## src/rtl/dmem_port_arbiter.sv

```systemverilog
// Shares the MEM-stage data memory between the pipeline and a debug port; cpu has priority, dbg is forced in after MAX_WAIT cycles.
// Memory pins are combinational from the owner; dbg_ack 2 cycles after grant; cpu stalled in DACC. Optional stats: DMEM_ARB_STATS_EN.
module dmem_port_arbiter #(
  parameter int AW       = 5,
  parameter int DW       = 32,
  parameter int MAX_WAIT = 4
) (
  input  logic          clk,
  input  logic          reset,
  input  logic          cpu_req,
  input  logic          cpu_we,
  input  logic [AW-1:0] cpu_addr,
  input  logic [DW-1:0] cpu_wdata,
  output logic [DW-1:0] cpu_rdata,
  output logic          cpu_stall,
  input  logic          dbg_req,
  input  logic          dbg_we,
  input  logic [AW-1:0] dbg_addr,
  input  logic [DW-1:0] dbg_wdata,
  output logic          dbg_ack,
  output logic [DW-1:0] dbg_rdata,
  output logic [AW-1:0] mem_addr,
  output logic [DW-1:0] mem_wdata,
  output logic          mem_we,
`ifdef DMEM_ARB_STATS_EN
  output logic [15:0]   stat_stall,
  output logic [15:0]   stat_dbg,
`endif
  input  logic [DW-1:0] mem_rdata
);

  typedef enum logic [1:0] {S_IDLE, S_DACC, S_DACK} state_t;

  localparam logic [3:0] WAIT_LAST = 4'(MAX_WAIT - 1);

  state_t        state_q, state_d;
  logic [3:0]    wait_cnt_q, wait_cnt_d;
  logic [DW-1:0] dbg_rdata_q;

  always_ff @(posedge clk) begin
    if (reset) begin
      state_q     <= S_IDLE;
      wait_cnt_q  <= '0;
      dbg_rdata_q <= '0;
    end else begin
      state_q    <= state_d;
      wait_cnt_q <= wait_cnt_d;
      // Captured for writes too: the requester sees the post-write word.
      if (state_q == S_DACC) dbg_rdata_q <= mem_rdata;
    end
  end

  always_comb begin
    state_d    = state_q;
    wait_cnt_d = wait_cnt_q;
    case (state_q)
      S_IDLE: begin
        if (dbg_req && (!cpu_req || wait_cnt_q == WAIT_LAST)) begin
          state_d    = S_DACC;
          wait_cnt_d = '0;
        end else if (dbg_req && cpu_req) begin
          wait_cnt_d = wait_cnt_q + 4'd1;
        end else begin
          wait_cnt_d = '0;
        end
      end
      S_DACC: begin
        state_d    = S_DACK;
        wait_cnt_d = '0;
      end
      S_DACK:  state_d = S_IDLE;
      default: state_d = S_IDLE;
    endcase
  end

  always_comb begin
    mem_addr  = cpu_addr;
    mem_wdata = cpu_wdata;
    mem_we    = cpu_we & cpu_req & ~reset;
    cpu_stall = 1'b0;
    dbg_ack   = 1'b0;
    case (state_q)
      S_DACC: begin
        mem_addr  = dbg_addr;
        mem_wdata = dbg_wdata;
        mem_we    = dbg_we & dbg_req & ~reset;
        cpu_stall = cpu_req & ~reset;
      end
      S_DACK:  dbg_ack = ~reset;
      default: ;
    endcase
  end

  assign cpu_rdata = mem_rdata;
  assign dbg_rdata = dbg_rdata_q;

`ifdef DMEM_ARB_STATS_EN
  logic [15:0] stat_stall_q, stat_dbg_q;

  always_ff @(posedge clk) begin
    if (reset) begin
      stat_stall_q <= '0;
      stat_dbg_q   <= '0;
    end else begin
      if (cpu_stall && stat_stall_q != 16'hFFFF) stat_stall_q <= stat_stall_q + 16'd1;
      if (dbg_ack && stat_dbg_q != 16'hFFFF)     stat_dbg_q   <= stat_dbg_q + 16'd1;
    end
  end

  assign stat_stall = stat_stall_q;
  assign stat_dbg   = stat_dbg_q;
`endif

endmodule

```

## config.mk

```make
export PLATFORM = sky130hd
export DESIGN_NAME = dmem_port_arbiter
export DESIGN_NICKNAME = d
export VERILOG_FILES = /design/src/rtl/dmem_port_arbiter.sv
export SDC_FILE = /design/constraint.sdc
export NUM_CORES = 1
export LEC_CHECK = 0
export BUFFER_PORTS_ARGS = -buffer_cell sky130_fd_sc_hd__buf_4
export CORE_AREA = 2 2 83 85
export CTS_CLUSTER_DIAMETER = 100
export DETAILED_ROUTE_END_ITERATION = 10
export DIE_AREA = 0 0 85 87
export GPL_TIMING_DRIVEN = 0
export HOLD_SLACK_MARGIN = 0.1
export PLACE_DENSITY_LB_ADDON = 0.15
export SYNTH_ARGS = -nofsm -noshare
export SYNTH_HDL_FRONTEND = slang
export SYNTH_SLANG_ARGS = --single-unit
```

## constraint.sdc

```tcl
create_clock -name clk -period 1.8 [get_ports clk]
set_input_delay 0.09 -clock clk [delete_from_list [all_inputs] [get_ports clk]]
set_output_delay 0.09 -clock clk [all_outputs]
set_load 0.02 [all_outputs]
```

### Word level (Yosys, flattened, before mapping)

Index checks and enable logic that the tools add are counted.

* register bits: 38
* bits of input ports: 112
* output and inout bits: 104
* logic and storage cells: 30

* add/sub/neg operators: 1
* equal/unequal tests: 4
* muxes and demuxes: 10
* bitwise logic cells: 6
* reduce and logical (&&, ||, !) cells: 6

Operators by type and width (count)
* 32-bit two-way mux: 1
* 4-bit two-way mux: 2
* 4-bit case mux with 2 select lines: 1
* 1-bit bitwise AND: 5
* 5-bit two-way mux: 1
* 4-bit by 1-bit adder with 4-bit output, second input constant: 1
* 4-bit by 2-bit == test with 1-bit output, second input constant: 1
* 2-bit case mux with 2 select lines: 1
* 1-bit two-way mux: 3
* 2-bit by 1-bit == test with 1-bit output, second input constant: 1
* 2-bit == test, second input constant: 1
* 1-bit logical AND: 2
* 2-bit zero test: 1
* 2-bit two-way mux: 1
* 2-bit != test, second input constant: 1
* 2-bit nonzero test: 1
* 1-bit zero test: 1
* 1-bit logical OR: 1
* 1-bit inverter: 1

### Logic depth before layout (Yosys ltp)

Gate-level depths: netlist of the first run.

* depth after elaboration: 5
* depth in mapped cells: 5
* depth with buffers taken out: 4

### Worst setup path after synthesis of the first run

OpenSTA, ideal clock, no wires.

* path type: register to output
* start point: register state_q[1]
* end point: output port mem_we
* arrival: 1.253 ns
* required time: 1.710 ns
* setup slack: 0.457 ns
* stages on the path, launching flop included: 6
* buffers on the path: 2
* path through: dfxtp_1 > and2b_1 > buf_2 > buf_2 > nand3_1 > a21oi_1

* word-level cells in the longest chain between the ends: 2

RTL lines
* from (decl): line 36 `state_t state_q, state_d;`
* from (signal assigned): line 46 `state_q <= state_d;`
* 2-bit by 1-bit == test with 1-bit output: line 82 `case (state_q)`
* 1-bit two-way mux: line 82
* to (decl): line 24 `output logic mem_we,`

No other way between the ends.

### Worst setup path in the final report of the first run

Same ends and word-level chain as after synthesis.

==> results.yml, run 1 <==
status:
  status: "finished, final reports clean"
synthesis:
  synthesis.area_um2: 2120
  synth_area_per_cell_um2: 6.52
  ys_types: 25
  postSynthCellCount: 326
  ys.flop_type: "dfxtp_1"
  yosysWarnings: 0
  mappedNetlistNets: 439
  yosys.area.top_type: "dfxtp_1"
  synth_top_area_frac: 0.358
  ys_seq_area_frac: 0.358
  synth.ff_latch_count: 38
  synth.most_common_cell: "nand2_1"
  synth_edf_count: 0
  ys_async_sr_fraction: 0
  synth_common_cells: "nand2_1 (178), dfxtp_1 (38), a21oi_1 (33), buf_4 (33), buf_2 (15)"
  netlist_top_cells_area: "dfxtp_1 (36%), nand2_1 (31%), buf_4 (12%)"
clocking:
  clk_path_buf_depth: 2
  root_buffer: "clkbuf_8"
  clk_latency_ns: 0.29
  cts_tree: "yes"
  cts_max_level: 2
  clock-sinks: 38
  cts_made_buffers: 5
  clk_pin_slew_worst_paths_ns: 0.07
global_route:
  antenna_found_initial: 0
  grt_pass1_wl_um: 12900
  grt_usage: 0.217
  grt_pass1_vias: 2815
  grt_max_degree: 12
  grt_overflow_total: 0
floorplanning:
  die_h_um: 87
  coreArea_um2: 6570
  io_pins: 216
  dieArea_um2: 7400
  start_util: 0.323
  die_width_um: 85
  rows: 30
sta:
  final.setup_skew_ns: 0.00257
  finalSetupTns_ns: 0
  timing.slew.headroom: 0.671
  setup_slack_ns: 0.143
  fmax_ghz: 0.603
  rsz0062_at_grt: "false"
  fin_crit_sh: 0.921
  min_period_ns: 1.66
  worstMarginPinSlew_ns: 0.493
  finalSetupViolCount: 0
  final_hold_viol_count: 0
  drv_slew: 0
detailed_routing:
  viasPerCell: 4.34
  drt.antenna.violating_nets: 0
  totalWireLength_um: 8430
  vias: 2873
  wl_per_cell_um: 12.7
  drc: 0
  dr.pass1.iters: 4
  drt_iter0_drc: 106
placed_design:
  numPortBuffers: 214
  place_inst: 620
  gp_congestion: 0.843
  dp.final_hpwl_um: 6280
  pre_cts_ws_ns: 0.334
setup_path:
  worstReg2RegEnd: "wait_cnt_q[2]"
  crit_path_start: "state_q[1]"
  r2r_slack_ns: 0.44
  critPathLaunchType: "flop"
  critPathSlowestCell: "dfxtp_2"
  cp.required_ns: 1.71
  r2r_start: "wait_cnt_q[0]"
  cp-end-kind: "output pin"
  cp.arrival_ns: 1.57
  worstPathMaxFanout: 10
  cp_common_cell: "buf_4"
  crit_type: "reg -> out"
  endpoint: "mem_we"
  worstRegToRegCells: 4
  cp_cell_sequence: "and2b_1 > buf_2 > buf_4 > nand3_1 > a21oi_1 > buf_4"
  max_stage_delay_ns: 0.35
min_path:
  hp-class: "in -> reg"
pwr:
  ir_drop_v: 0.000430
  power_leakage_nw: 2.25
  power_mw: 2.35
  power_density_nw_per_um2: 550
final_layout:
  nets: 694
  finalNonFillerCells: 662
  diodes: 0
  area_growth_pct: 101
  drive_gt1_frac: 0.473
run:
  cap_violations: 0
-- metal layers --
| metal | GRT usage | part of all wire | routed length (µm) | vias to the layer above |
|---|---|---|---|---|
| met3 | 0.0664 | 0.087 | 730 | 16 |
| met5 | 0 | 0 | 0 | - |
| met2 | 0.410 | 0.51 | 4260 | 132 |
| met4 | 0.0837 | 0.025 | 211 | 0 |
| met1 | 0.222 | 0.38 | 3220 | 1233 |
| li1 | - | - | - | 1492 |
-- layout by cell type (no fill, tap or decap) --
| cell | instances |
|---|---|
| a21boi_0 | 1 |
| a21oi_1 | 33 |
| a31oi_1 | 2 |
| and2_1 | 1 |
| and2b_1 | 1 |
| and3_1 | 1 |
| buf_2 | 14 |
| buf_4 | 248 |
| buf_6 | 1 |
| clkbuf_1 | 4 |
| clkbuf_8 | 6 |
| clkinv_2 | 1 |
| dfxtp_1 | 36 |
| dfxtp_2 | 2 |
| dlygate4sd3_1 | 34 |
| ha_1 | 1 |
| inv_1 | 3 |
| nand2_1 | 178 |
| nand2b_1 | 2 |
| nand3_1 | 2 |
| nand3b_1 | 1 |
| nand4_1 | 1 |
| nor2_1 | 2 |
| nor2b_1 | 1 |
| nor4b_4 | 1 |
| o211ai_2 | 1 |
| o21ai_0 | 2 |
| o311ai_2 | 1 |
| or3b_1 | 1 |
-- through the flow --
stage	hold WS, ns	utilization	cell area, µm²
CTS	0.215	0.649	4260
global route	0.211	0.650	4270
finish	0.217	0.650	4270
floorplan	0.196	-	2120
global placement	0.326	0.583	3830
detailed placement	0.329	0.583	3830
-- worst max-delay path, delay by kind of cell, from the launching register on --
kind	cells	cell delay, ns
flip-flops	1	0.35
AO/OA/AOI/OAI	1	0.12
buffers and inverters	3	0.53
AND/OR/NAND/NOR	2	0.27
-- state kept, by name, indices dropped and copies added, names as in the netlist --
register / cells
dbg_rdata: 32
wait_cnt_q: 4
state_q: 2
-- worst min-delay path by stage --
stage          startpoint            to  cells past startpoint
6_report          dbg_req    state_q[0]                      3
5_1_grt           dbg_req    state_q[0]                      3
4_1_cts           dbg_req    state_q[0]                      3
3_5_place_dp        reset  dbg_rdata[5]                      2
3_3_place_gp        reset  dbg_rdata[4]                      2
2_1_floorplan     cpu_req    state_q[0]                      1
-- kinds of logic (layout without fill, tap and decap cells) --
kind of cell	Yosys count	count (layout)	synth area share
and+or+nand+nor	192	192	0.363
buffers and inverters	55	311	0.168
AOI/OAI and AO/OA	40	40	0.105
DFF	38	38	0.358
adders and majority gates	1	1	0.00589
-- area by class of cell --
cell class | instances | area, µm²
tap | 80 | 100
multi-input combinational | 233 | 1010
buffer | 52 | 348
sequential | 38 | 763
clock inverter | 1 | 5.00
clock buffer | 7 | 86.3
inverter | 3 | 11.3
fill | 551 | 2300
timing repair buffer | 248 | 1950
-- timing repair --
| item | CTS | global route |
|---|---|---|
| hold buffers | 34 | 0 |
| buffers inserted | 0 | 0 |
| gates resized for setup | 0 | 4 |
| hold endpoints to repair | 34 | 0 |
| endpoints found under the setup margin | 0 | 1 |
-- power by group --
part / switching, mW / total (mW) / internal [mW]
logic: 0.402 / 0.861 / 0.459
clock network: 0.295 / 0.605 / 0.309
registers: 0.0144 / 0.881 / 0.867
total: 0.712 / 2.35 / 1.63
No activity file was read; power rests on OpenSTA's default activity.
==> inputs of run 2 (changes only) <==
Settings changed: SETUP_SLACK_MARGIN set to 0.3.
==> run 2 against run 1 <==
  * Count of clock-buffer cells in the layout unchanged
  * Combinational power rose by 3.5%
  * Fmax up 12%
  * Sequential share of layout area shrank 0.53 points
  * First-iteration DRC count is 4.7% higher
  * Hold slack lost 0.083 ns
  * Register-to-register slack about the same
  * Cell count grew 0.91%
  * Non-clock buffer count rose by 6
  * Sequential power is essentially flat
  * Global-route usage grew 0.28 points
  * Largest cell class unchanged
  * Largest power group is now combinational logic
==> results.yml, run 2 (synthesis results as in run 1) <==
detailed_routing:
  vias: 2914
  wl_per_cell_um: 12.8
  drt.antenna.violating_nets: 0
  viasPerCell: 4.36
  drt_iter0_drc: 111
  dr.pass1.iters: 4
  drc: 0
  totalWireLength_um: 8570
min_path:
  hp-start: "reset"
  min_to: "state_q[0]"
  hold_path_depth: 3
  hp-class: "in -> reg"
final_layout:
  area_growth_pct: 108
  drive_gt1_frac: 0.483
  largest_reg_flops: 32
  final_common_cell: "buf_4"
  nets: 700
  diodes: 0
  final_cell_mix: "buf_4 (251), nand2_1 (177), dfxtp_1 (36)"
  utilization: 0.672
setup_path:
  crit_type: "reg -> out"
  cp.arrival_ns: 1.40
  cp_common_cell: "buf_6"
  worstReg2RegEnd: "wait_cnt_q[2]"
  r2r_start: "wait_cnt_q[0]"
  cp-end-kind: "output pin"
  max_stage_delay_ns: 0.35
  worstPathMaxFanout: 6
  critPathLaunchType: "flop"
  r2r_slack_ns: 0.45
  cp_cell_sequence: "and2b_1 > buf_6 > buf_8 > nand3_2 > a21oi_2 > buf_6"
  cp.required_ns: 1.71
  worstRegToRegCells: 4
  critPathSlowestCell: "dfxtp_4"
floorplanning:
  die_h_um: 87
  io_pins: 216
  rows: 30
  coreArea_um2: 6570
  dieArea_um2: 7400
  start_util: 0.323
  die_width_um: 85
pwr:
  ir_drop_v: 0.000427
  power_density_nw_per_um2: 539
  p_sw_uw: 723
  p_seq_frac: 0.370
  swShare: 0.304
  clockPowerShare: 0.255
  combPwrFrac: 0.375
  power_leakage_nw: 2.31
  p_int_mw: 1.66
placed_design:
  numPortBuffers: 214
  dp.final_hpwl_um: 6280
  gp_congestion: 0.843
global_route:
  grt_pass1_wl_um: 13100
  grt_max_degree: 12
  grt_pass1_vias: 2852
  grt_usage: 0.220
  grt_overflow_total: 0
  antenna_found_initial: 0
sta:
  finalSetupViolCount: 0
  fmax_ghz: 0.673
  final_hold_viol_count: 0
  rsz0062_at_grt: "true"
  drv_slew: 0
  finalSetupTns_ns: 0
  fin_crit_sh: 0.825
  min_period_ns: 1.49
  timing.slew.headroom: 0.650
  final.setup_skew_ns: 0.00206
  worstMarginPinSlew_ns: 0.525
clocking:
  cts_max_level: 2
  cts_tree: "yes"
  clk_path_buf_depth: 2
  root_buffer: "clkbuf_8"
  clk_pin_slew_worst_paths_ns: 0.07
  cts_made_buffers: 5
  clock-sinks: 38
  clk_latency_ns: 0.29
run:
  cap_violations: 0
status:
  status: "finished, final reports clean"
-- run 2: how the worst max path moves through the flow --
stage	from	endpoint	slack, ns	cells past startpoint
6_report	state_q[1]	mem_we	0.31	6
5_1_grt	state_q[1]	mem_wdata[19]	0.25	6
3_3_place_gp	state_q[1]	mem_we	0.34	6
4_1_cts	state_q[1]	mem_we	0.30	6
2_1_floorplan	state_q[1]	mem_we	0.46	5
3_5_place_dp	state_q[1]	mem_we	0.33	6
-- run 2: worst max-delay path: cells and delay by family (launching register included) --
family          cells  cell delay (ns)
compound gates      1             0.13
buf+inv             3             0.39
flops               1             0.35
simple gates        2             0.24
-- run 2: layout make-up --
type	instances	area (µm²)
repair buffers	254	2000
clock buffers	7	86.3
plain buffers	52	429
flip-flops and latches	38	766
inverters	3	11.3
multi-input cells	233	1020
clock inverters	1	5.00
fillers	538	2160
well taps	80	100
-- run 2: per-stage QoR --
stage	instance area, µm²	worst slack (ns)	total power, mW	std cells	hold WS (ns)
after global placement	3830	0.341	1.69	620	0.326
after detailed placement	3830	0.334	1.70	620	0.329
after global routing	4410	0.248	2.48	668	0.131
after CTS	4360	0.296	2.38	668	0.126
final	4410	0.314	2.38	668	0.134
after floorplan	2120	0.457	1.27	326	0.196
-- run 2: what timing repair did --
| item | 4_1_cts | 5_1_grt |
|---|---|---|
| buffers inserted | 6 | 0 |
| hold buffers | 34 | 0 |
| setup endpoints to repair | 39 | 39 |
| resized for setup | 19 | 17 |
| hold endpoints to repair | 34 | 0 |
| gates cloned | 0 | 0 |
| pin swaps | 2 | 2 |
-- run 2: routing by layer --
metal  vias to the layer above  GRT usage  part of all wire
li1                       1508          -                 -
met1                      1251      0.225              0.37
met2                       138      0.419              0.51
met3                        17     0.0654             0.087
met4                         0     0.0794             0.027
met5                         -          0                 0
-- run 2: power groups by stage --
stage	Combinational (mW)	Clock [mW]	Sequential (mW)
after CTS	0.880	0.621	0.879
after global placement	0.790	0	0.899
final	0.891	0.607	0.880
after detailed placement	0.800	0	0.900
after floorplan	0.338	0	0.928
after global routing	0.953	0.649	0.883
==> inputs of run 3 (changes only) <==
Clock period 1.8 ns to 1.5 ns, I/O delays scaled along.
==> run 3 against run 2 <==
  * Non-clock buffer count up 9
  * Design area increased by 8.9%
  * Clock power increased by 19%
  * Count of clock-buffer cells in the layout stayed put
  * Sequential share of layout area fell by 1.4 points
  * Largest power group unchanged
==> results.yml, run 3 (synthesis results as in run 1) <==
status:
  status: "finished, final reports clean"
detailed_routing:
  dr.pass1.iters: 4
  drt_iter0_drc: 70
  wl_per_cell_um: 14.1
  viasPerCell: 4.46
  drc: 0
  drt.antenna.violating_nets: 0
  totalWireLength_um: 9550
  vias: 3017
setup_path:
  worstReg2RegEnd: "dbg_rdata[30]"
  crit_family: "buffers and inverters"
  path_buf_inv: 3
  max_stage_delay_ns: 0.35
  critPathSlowestCell: "dfxtp_4"
  cp-end-kind: "output pin"
  endpoint: "mem_we"
  cp_cell_sequence: "and2b_1 > buf_6 > buf_6 > nand3_4 > a21oi_4 > buf_6"
  cp.required_ns: 1.42
  crit_type: "reg -> out"
  cp.arrival_ns: 1.42
  cp.depth: 6
  worstRegToRegCells: 8
  r2r_start: "state_q[1]"
  critPathLaunchType: "flop"
  cp_common_cell: "buf_6"
  r2r_slack_ns: 0.07
  crit_path_start: "state_q[1]"
  worstPathMaxFanout: 6
sta:
  worstMarginPinSlew_ns: 0.555
  rsz0062_at_grt: "true"
  whs_ns: 0.135
  fin_crit_sh: 1.00
  timing.slew.headroom: 0.630
  final.setup_skew_ns: 0.00752
  finalSetupViolCount: 0
  fmax_ghz: 0.667
  drv_slew: 0
  final_hold_viol_count: 0
  min_period_ns: 1.50
  setup_slack_ns: 0.000443
placed_design:
  place_area_um2: 3860
  dp.final_hpwl_um: 6850
  place_inst: 620
  pre_cts_ws_ns: 0.0232
  numPortBuffers: 214
  gp_congestion: 0.837
pwr:
  p_int_mw: 2.05
  power_density_nw_per_um2: 615
  p_sw_uw: 910
  combPwrFrac: 0.399
  clockPowerShare: 0.243
  power_leakage_nw: 2.46
  ir_drop_v: 0.000816
  p_seq_frac: 0.357
  swShare: 0.308
final_layout:
  fin_area_um2: 4810
  diodes: 0
  multi_input_area_um2: 1210
  utilization: 0.732
  regArea_um2: 768
  area_growth_pct: 126
  nFillCells: 561
  drive_gt1_frac: 0.571
  largest_reg_flops: 32
  finalNonFillerCells: 677
  final_cell_mix: "buf_4 (232), nand2_1 (149), buf_6 (41)"
  nets: 709
  final_common_cell: "buf_4"
clocking:
  clk_latency_ns: 0.29
  root_buffer: "clkbuf_8"
  cts_made_buffers: 5
  cts_tree: "yes"
  cts_max_level: 2
  clk_path_buf_depth: 2
  clk_pin_slew_worst_paths_ns: 0.07
  clock-sinks: 38
min_path:
  hp-class: "in -> reg"
  hold_path_depth: 4
floorplanning:
  start_util: 0.323
  io_pins: 216
  dieArea_um2: 7400
  rows: 30
  die_width_um: 85
  die_h_um: 87
  coreArea_um2: 6570
run:
  cap_violations: 0
global_route:
  grt_pass1_vias: 2789
  antenna_found_initial: 0
  grt_pass1_wl_um: 13600
  grt_overflow_total: 0
  grt_usage: 0.231
  grt_max_degree: 12
[run 3: cell types whose count changed in the layout (fill, tap and decap cells not counted), moves of 8 or more]
cell | previous run | this run
buf_6 | 11 | 41
nand2_1 | 177 | 149
a21oi_2 | 1 | 9
nand2_2 | 1 | 25
a21oi_1 | 32 | 23
buf_4 | 251 | 232
[run 3: worst min-delay path, stage by stage]
cell,delay [ns]
buf_6,0.11
nor2b_1,0.07
nand2_1,0.08
o21ai_2,0.05
[run 3: through the flow]
step	TNS, ns	power, mW
3_3_place_gp	0	2.03
6_report	0	2.96
3_5_place_dp	0	2.05
5_1_grt	-0.753	3.09
4_1_cts	0	2.90
2_1_floorplan	0	1.52
[run 3: area by class of cell]
class                   count  share of cell area
repair buffers            263               0.452
clock inverters             1             0.00104
plain buffers              52              0.0932
flip-flops and latches     38               0.160
well taps                  80              0.0208
inverters                   3             0.00234
clock buffers               7              0.0180
multi-input cells         233               0.253
[run 3: how the worst min path moves through the flow]
stage	start	to
3_3_place_gp	reset	dbg_rdata[6]
4_1_cts	reset	wait_cnt_q[1]
5_1_grt	reset	wait_cnt_q[0]
6_report	reset	wait_cnt_q[0]
2_1_floorplan	cpu_req	state_q[0]
3_5_place_dp	reset	dbg_rdata[6]
[run 3: per-layer routing]
metal  global-route usage  wire, µm  vias up
met5                    0         0        -
met4               0.0722       147        0
met3               0.0768       853       12
met2                0.442      5250      129
met1                0.237      3300     1352
li1                     -         -     1524
[run 3: repair_timing]
action                                  CTS  global route
pin swaps                                 9             5
gates resized for setup                  61            64
cloned                                    2             1
endpoints found under the hold margin    34             0
endpoints found under the setup margin   74            75
setup buffers                             9             3
hold buffers                             34             0
[run 3: power groups by stage]
stage	Clock [mW]	Sequential [mW]	Combinational, mW
2_1_floorplan	0	1.11	0.409
3_3_place_gp	0	1.08	0.953
3_5_place_dp	0	1.08	0.966
4_1_cts	0.741	1.06	1.10
5_1_grt	0.781	1.06	1.25
6_report	0.720	1.06	1.18
